File: src/rtl/instruction_fetch.sv
// -----------------------------------------------------------------------------
// instruction_fetch
//
// Front-end fetch stage of the dual-issue pipeline. It keeps the PC, issues
// 64-bit aligned requests on the instruction memory bus and splits each
// response into one or two instruction/address pairs. Those pairs go to the
// downstream instruction FIFO on two registered write lanes.
//
// Ports
//   clk             clock; all state updates on the rising edge
//   rst             synchronous active-low reset
//   redirect_en     branch/exception redirect this cycle (highest priority)
//   redirect_pc     redirect target; bits [1:0] are treated as zero
//   inst_req        memory request valid (combinational)
//   inst_addr       request address, {pc[31:3],3'b000} (combinational)
//   inst_addr_ok    memory accepted the request this cycle
//   inst_data_ok    memory response valid this cycle
//   inst_rdata      response; [31:0] word at addr, [63:32] word at addr+4
//   fifo_full       FIFO cannot take two more entries
//   write_en1/2     FIFO write strobes (registered, one-cycle pulses)
//   write_data1/2   instructions (zero when the matching strobe is zero)
//   write_address1/2 instruction PCs (zero when the matching strobe is zero)
// -----------------------------------------------------------------------------
module instruction_fetch #(
  parameter logic [31:0] RESET_PC = 32'hBFC0_0000
) (
  input  logic        clk,
  input  logic        rst,
  input  logic        redirect_en,
  input  logic [31:0] redirect_pc,
  output logic        inst_req,
  output logic [31:0] inst_addr,
  input  logic        inst_addr_ok,
  input  logic        inst_data_ok,
  input  logic [63:0] inst_rdata,
  input  logic        fifo_full,
  output logic        write_en1,
  output logic        write_en2,
  output logic [31:0] write_data1,
  output logic [31:0] write_data2,
  output logic [31:0] write_address1,
  output logic [31:0] write_address2
);

  typedef enum logic [1:0] {
    S_REQ,
    S_WAIT,
    S_HOLD,
    S_DISCARD
  } state_t;

  state_t      state_q, state_d;
  logic [31:0] pc_q, pc_d;
  logic [63:0] hold_data_q, hold_data_d;
  logic [31:0] hold_pc_q, hold_pc_d;

  // A write is launched this cycle; lanes are filled from src_* below.
  logic        launch;
  logic [63:0] src_data;
  logic [31:0] src_pc;

  logic        wen_d   [2];
  logic        wen_q   [2];
  logic [31:0] wdata_d [2];
  logic [31:0] wdata_q [2];
  logic [31:0] waddr_d [2];
  logic [31:0] waddr_q [2];

  // A release from HOLD writes the buffered response; otherwise the live bus.
  assign src_data = (state_q == S_HOLD) ? hold_data_q : inst_rdata;
  assign src_pc   = (state_q == S_HOLD) ? hold_pc_q   : pc_q;

  assign inst_req  = (state_q == S_REQ) && !fifo_full && !redirect_en;
  assign inst_addr = {pc_q[31:3], 3'b000};

  always_ff @(posedge clk) begin
    if (!rst) begin
      state_q     <= S_REQ;
      pc_q        <= RESET_PC;
      hold_data_q <= '0;
      hold_pc_q   <= '0;
    end else begin
      state_q     <= state_d;
      pc_q        <= pc_d;
      hold_data_q <= hold_data_d;
      hold_pc_q   <= hold_pc_d;
    end
  end

  always_comb begin
    state_d     = state_q;
    pc_d        = pc_q;
    hold_data_d = hold_data_q;
    hold_pc_d   = hold_pc_q;
    launch      = 1'b0;

    if (redirect_en) begin
      // Masking instead of slicing keeps every redirect_pc bit in use.
      pc_d        = redirect_pc & ~32'd3;
      hold_data_d = '0;
      hold_pc_d   = '0;
      unique case (state_q)
        // An addr_ok coinciding with the redirect still owes us one response.
        S_REQ:     state_d = inst_addr_ok ? S_DISCARD : S_REQ;
        S_WAIT:    state_d = inst_data_ok ? S_REQ : S_DISCARD;
        S_HOLD:    state_d = S_REQ;
        S_DISCARD: state_d = inst_data_ok ? S_REQ : S_DISCARD;
        default:   state_d = S_REQ;
      endcase
    end else begin
      unique case (state_q)
        S_REQ: begin
          if (inst_req && inst_addr_ok) state_d = S_WAIT;
        end
        S_WAIT: begin
          if (inst_data_ok) begin
            if (!fifo_full) begin
              launch  = 1'b1;
              state_d = S_REQ;
            end else begin
              hold_data_d = inst_rdata;
              hold_pc_d   = pc_q;
              state_d     = S_HOLD;
            end
          end
        end
        S_HOLD: begin
          if (!fifo_full) begin
            launch  = 1'b1;
            state_d = S_REQ;
          end
        end
        S_DISCARD: begin
          if (inst_data_ok) state_d = S_REQ;
        end
        default: state_d = S_REQ;
      endcase
    end

    // An odd-word fetch yields one instruction, an even-word fetch yields two.
    if (launch) pc_d = src_pc + (src_pc[2] ? 32'd4 : 32'd8);
  end

  // Write lanes: lane 0 always carries the instruction at src_pc; lane 1
  // carries the upper word only when the fetch started on an even word.
  for (genvar gi = 0; gi < 2; gi++) begin : g_lane
    assign wen_d[gi]   = launch && ((gi == 0) || !src_pc[2]);
    assign wdata_d[gi] = !wen_d[gi]                 ? 32'd0 :
                         ((gi == 0) && !src_pc[2]) ? src_data[31:0] :
                                                     src_data[63:32];
    assign waddr_d[gi] = wen_d[gi] ? (src_pc + 32'(4 * gi)) : 32'd0;

    always_ff @(posedge clk) begin
      if (!rst) begin
        wen_q[gi]   <= 1'b0;
        wdata_q[gi] <= '0;
        waddr_q[gi] <= '0;
      end else begin
        wen_q[gi]   <= wen_d[gi];
        wdata_q[gi] <= wdata_d[gi];
        waddr_q[gi] <= waddr_d[gi];
      end
    end
  end

  assign write_en1      = wen_q[0];
  assign write_en2      = wen_q[1];
  assign write_data1    = wdata_q[0];
  assign write_data2    = wdata_q[1];
  assign write_address1 = waddr_q[0];
  assign write_address2 = waddr_q[1];

endmodule

File: config.mk
export PLATFORM = sky130hd
export DESIGN_NAME = instruction_fetch
export DESIGN_NICKNAME = d
export VERILOG_FILES = /design/src/rtl/instruction_fetch.sv
export SDC_FILE = /design/constraint.sdc
export NUM_CORES = 1
export LEC_CHECK = 0
export ABC_AREA = 1
export BUFFER_PORTS_ARGS = -buffer_cell sky130_fd_sc_hd__buf_2
export CAP_MARGIN = 5
export CORE_MARGIN = 5
export CORE_UTILIZATION = 58
export DETAILED_ROUTE_END_ITERATION = 10
export PLACE_DENSITY = 0.86
export SYNTH_ARGS = -nofsm -noshare
export SYNTH_HDL_FRONTEND = slang
export SYNTH_SLANG_ARGS = --single-unit
File: constraint.sdc
create_clock -name clk -period 7.3 [get_ports clk]
set_clock_uncertainty 0.15 [all_clocks]
set_input_delay 1.46 -clock clk [delete_from_list [all_inputs] [get_ports clk]]
set_output_delay 1.46 -clock clk [all_outputs]
set_load 0.02 [all_outputs]
## Word-level counts from Yosys, hierarchy flattened

Memories as Yosys holds them, arrays and structs flattened.
Cells that the tools add are included.

| word-level totals | value |
|---|---|
| latch bits | 0 |
| word-level logic and storage cells | 68 |
| bits in registers | 130 |
| memory bits (read-only) | 0 |
| memories kept | 3 |
| bits of input ports | 102 |
| bits in writable memories | 130 |

Memory list:

| name | depth | bits a word | rd ports | clocked after memory_dff | write ports | RTL line | source |
|---|---|---|---|---|---|---|---|
| waddr_q | 2 | 32 | 2 | 0 | 2 | 67 | `logic [31:0] waddr_q [2];` |
| wdata_q | 2 | 32 | 2 | 0 | 2 | 65 | `logic [31:0] wdata_q [2];` |
| wen_q | 2 | 1 | 2 | 0 | 2 | 63 | `logic wen_q [2];` |

| cells by class | value |
|---|---|
| shift-type cells | 0 |
| $add $sub $neg | 2 |
| multiplexer cells | 32 |
| equality and inequality tests | 7 |
| bitwise gates (word level) | 7 |
| $lt $le $gt $ge | 0 |
| div/mod/pow operators | 0 |
| $mul | 0 |
| reductions and logical operators | 13 |

Operator list:

| cell | count |
|---|---|
| 2-to-1 mux 32 bit | 12 |
| 2-to-1 mux 64 bit | 1 |
| adder 32 x 3 -> 32 bit, second input constant | 1 |
| adder 32 x 4 -> 32 bit | 1 |
| 2-to-1 mux 2 bit | 8 |
| != test 3 bit, second input constant | 3 |
| one-hot mux 2 bit (4 select lines) | 1 |
| 2-to-1 mux 1 bit | 7 |
| OR 1 bit | 6 |
| one-hot mux 2 bit (3 select lines) | 1 |
| equality test 2 bit, second input constant | 2 |
| logical AND 1 bit | 4 |
| 2-to-1 mux 4 bit | 1 |
| AND reduction 4 bit | 1 |
| OR reduction 2 bit | 2 |
| zero test 1 bit | 3 |
| != test 3 x 2 -> 1 bit, second input constant | 1 |
| AND reduction 3 bit | 1 |
| equality test 2 x 1 -> 1 bit, second input constant | 1 |
| zero test 2 bit | 1 |
| one-hot mux 1 bit (2 select lines) | 1 |
| nonzero test 2 bit | 1 |
| NOT 1 bit | 1 |

## Longest topological paths before layout

| depth | value |
|---|---|
| depth after elaboration | 7 |
| mapped depth | 17 |
| depth with buffers taken out | 15 |

## Worst setup path before layout

OpenSTA, ideal clock, no wires.

| timing | value |
|---|---|
| path type | input to output |
| from | input redirect_en |
| to | output inst_req |
| path buffers | 2 |
| arrival | 2.161 ns |
| stages | 3 |
| path slack | 3.529 ns |
| data required time | 5.690 ns |
| path through | clkbuf_1 > clkbuf_1 > nor2_1 |

| between the ends | value |
|---|---|
| cells in the longest elaborated chain, start to end | 2 |

Ends and longest elaborated chain:

| item | RTL line | source |
|---|---|---|
| from (decl) | 29 | `input logic redirect_en,` |
| zero test 1 bit | 73 | `assign inst_req = (state_q == S_REQ) && !fifo_full && !redirect_en;` |
| logical AND 1 bit | 73 |  |
| to (decl) | 31 | `output logic inst_req,` |

Every way passes these cells.

## Worst setup path in the final report

| timing | value |
|---|---|
| from | register state_q[0] |
| to | register pc_q[24] |

| between the ends | value |
|---|---|
| cells in the longest elaborated chain, start to end | 5 |

Ends and longest elaborated chain:

| item | RTL line | source |
|---|---|---|
| from (decl) | 52 | `state_t state_q, state_d;` |
| from (signal assigned) | 83 | `state_q <= state_d;` |
| equality test 2 bit | 71, 111 |  |
| 2-to-1 mux 32 bit | 71 | `assign src_pc = (state_q == S_HOLD) ? hold_pc_q : pc_q;` |
| 2-to-1 mux 4 bit | 141 | `if (launch) pc_d = src_pc + (src_pc[2] ? 32'd4 : 32'd8);` |
| adder 32 x 4 -> 32 bit | 141 |  |
| 2-to-1 mux 32 bit | 141 |  |
| to (signal assigned) | 84 | `pc_q <= pc_d;` |
| to (decl) | 53 | `logic [31:0] pc_q, pc_d;` |

Parallel ways exist; a longest one is shown, timed or not.
A chain may end at the register's enable or synchronous reset.

==> results.txt <==
status -> complete, no violations
flip-flop and latch count after synthesis -> 260
vias per inst -> 5.34
GP Congestion -> 0.961
cts bufs inserted -> 26
Max-Slew Margin vs Limit -> 0.326
CP Data Required Time -> 7.56 ns
Starting Density -> 0.589
fmax -> 264 MHz
Peak VDD IR -> 0.139 mV
DP HPWL -> 21,900 um
gr ovfl total -> 0
Clock transition at path regs -> 0.06 ns
global route hottest layer -> met2
crit path max fanout -> 93
DRC Markers -> 0
Root Driver -> clkbuf_16
synthesized cell area -> 0.0110 mm2
core area -> 0.0187 mm2
met1 GRT Util -> 0.344
global-route wire length before repair -> 48,700 um
Clock Latency Late Sink -> 0.52 ns
share of the yosys chip area belonging to registers -> 0.472
clock buffer depth -> 3
total negative slack -> 0 ns
via count -> 10,200
M2 GR Usage -> 0.464
FP Rows -> 50
cts repair resizes -> 0
final slew viol count -> 0
FFs w/ async S/R, synth -> 0
postcts setup bufs -> 0
die area -> 0.0219 mm2
Max Cap Viol -> 0
DR iter-0 viols -> 738
crit end category -> register
worst-margin pin slew -> 1.01 ns
gr usage total -> 0.271
DRT antenna net count -> 0
final count of hold timing violations -> 0
htree depth -> 1
fraction of layout cells with a size suffix above 1 -> 0.238
Static Leak -> 0.00569 uW
Area growth syn-to-layout -> 17.8%
initial antenna violation count -> 0
RSZ-0062 raised after global routing -> no
DRT Pass-1 Iters -> 5
wire per inst -> 16.4 um
Final #Nets -> 1,765
min cycle time layout -> 3.78 ns
Mapped Cells -> 1,470
final setup vio count -> 0
Ys Warns -> 0
met3 usage -> 0.0475
period utilization -> 0.518
I/O pin cnt -> 265
overall power -> 3400 uW
Die W -> 148 um
final wirelength -> 31,300 um
Critical Path AT -> 4.05 ns
Post-synth EDFFs -> 0
CTS tree -> done
average cell area after synthesis -> 7.50 um2
Hold WC Path Type -> register to register
Hold Buf Count CTS -> 0
CP Class -> register to register
Die Height -> 148 um
power density cells -> 262 mW/mm2
pin count of the biggest net entering global routing -> 98
ys flop type -> dfxtp_1
synth unique cells -> 39
Sink Count -> 260
vias in the first global route -> 9,606
critical path launch point type -> register
IO buf count -> 259
==> state kept, by name, indices dropped and copies added (netlist names) <==
name / cells
wen_q: 2
waddr_q: 64
hold_data_q: 64
state_q: 2
hold_pc_q: 32
pc_q: 32
wdata_q: 64
==> report_power, final <==
group | switching (uW) | internal (uW) | total, uW
sequential | 25.1 | 1460 | 1480
clock | 548 | 835 | 1380
combinational | 383 | 154 | 537
==> per-layer routing <==
layer,wire [um],vias up
met3,2640,64
met4,1100,0
met1,12600,4629
met5,0,-
li1,-,5072
met2,15000,436
==> cells in the final DEF (no fill, tap or decap), types with 2 or more instances in the layout <==
cell	n
dfxtp_1	260
nor2_2	14
inv_2	10
ha_1	7
o22ai_1	35
bufinv_16	3
a21oi_1	129
clkbuf_1	4
o21ai_1	11
clkbuf_16	27
buf_2	259
nand2_4	4
xor2_1	5
nor3_2	2
conb_1	3
buf_4	6
nor2_4	12
inv_1	170
nor3_1	10
clkinv_2	3
nand3_1	55
diode_2	2
clkinvlp_4	2
nand4_1	6
o21ai_0	193
o211ai_1	5
nor2_1	109
o21ai_2	3
o21a_1	2
nand2_1	265
clkbuf_8	5
a31oi_1	2
nand2_2	39
==> layout make-up <==
type	instances	area, um2
antenna	2	5.00
clock buffer	36	759
clock inverter	10	145
fill	1517	5720
inverter	181	684
multi-input combinational	921	4550
sequential	260	5200
tap	234	293
timing repair buffer	265	1340
==> cell usage after synthesis (8+ instances only) <==
master | number | share of area
nand2_1 | 265 | 0.090
dfxtp_1 | 260 | 0.47
o21ai_0 | 193 | 0.088
inv_1 | 170 | 0.058
a21oi_1 | 129 | 0.059
nor2_1 | 109 | 0.037
nand3_1 | 56 | 0.025
clkbuf_1 | 54 | 0.018
nand2_2 | 39 | 0.022
o22ai_1 | 35 | 0.020
buf_4 | 34 | 0.023
nor2_2 | 15 | 0.0085
buf_2 | 12 | 0.0055
nor2_4 | 11 | 0.011
o21ai_1 | 11 | 0.0050
inv_2 | 10 | 0.0034
nor3_1 | 10 | 0.0045
ha_1 | 8 | 0.0091
==> metrics by stage <==
step           std cells  hold slack, ns  setup WS [ns]  cell area (um2)   util
3_5_place_dp        1861           0.288           3.44            12100  0.645
3_3_place_gp        1861           0.282           3.44            12100  0.645
6_report            1909           0.297           3.52            13000  0.694
4_1_cts             1907           0.299           3.56            13000  0.694
5_1_grt             1907           0.319           3.21            13000  0.694
2_1_floorplan       1472           0.274           3.53            11000      -
==> worst paths after layout <==
path                start            to  cells after the start  slack (ns)
max            state_q[0]      pc_q[24]                     14        3.52
min          hold_pc_q[4]  hold_pc_q[4]                      2        0.30
max reg2reg    state_q[0]      pc_q[24]                     14        3.52
min reg2reg  hold_pc_q[4]  hold_pc_q[4]                      2        0.30
==> worst max-delay path: stages (launching register included) <==
cell	delay, ns
dfxtp_1	0.33
inv_1	0.17
ha_4	0.83
buf_4	0.78
nand2_1	0.14
nand2_2	0.16
nand2_2	0.13
nor2_4	0.21
nand2_1	0.11
nor2_2	0.15
nand2_1	0.07
nand2_1	0.06
nand3_1	0.14
nand2_1	0.11
nand2_1	0.05
==> cells by family (layout without fill, tap and decap cells) <==
kind of cell / after synthesis / after routing / synth area share
and+or+nand+nor: 520 / 520 / 0.212
AOI/OAI and AO/OA: 385 / 385 / 0.184
buffers and inverters: 291 / 492 / 0.118
DFF: 260 / 260 / 0.472
adders and majority gates: 8 / 8 / 0.00909
xor gates and xnor gates: 5 / 5 / 0.00397
other: 1 / 5 / 0.000340
No activity file was read; power rests on OpenSTA's default activity.
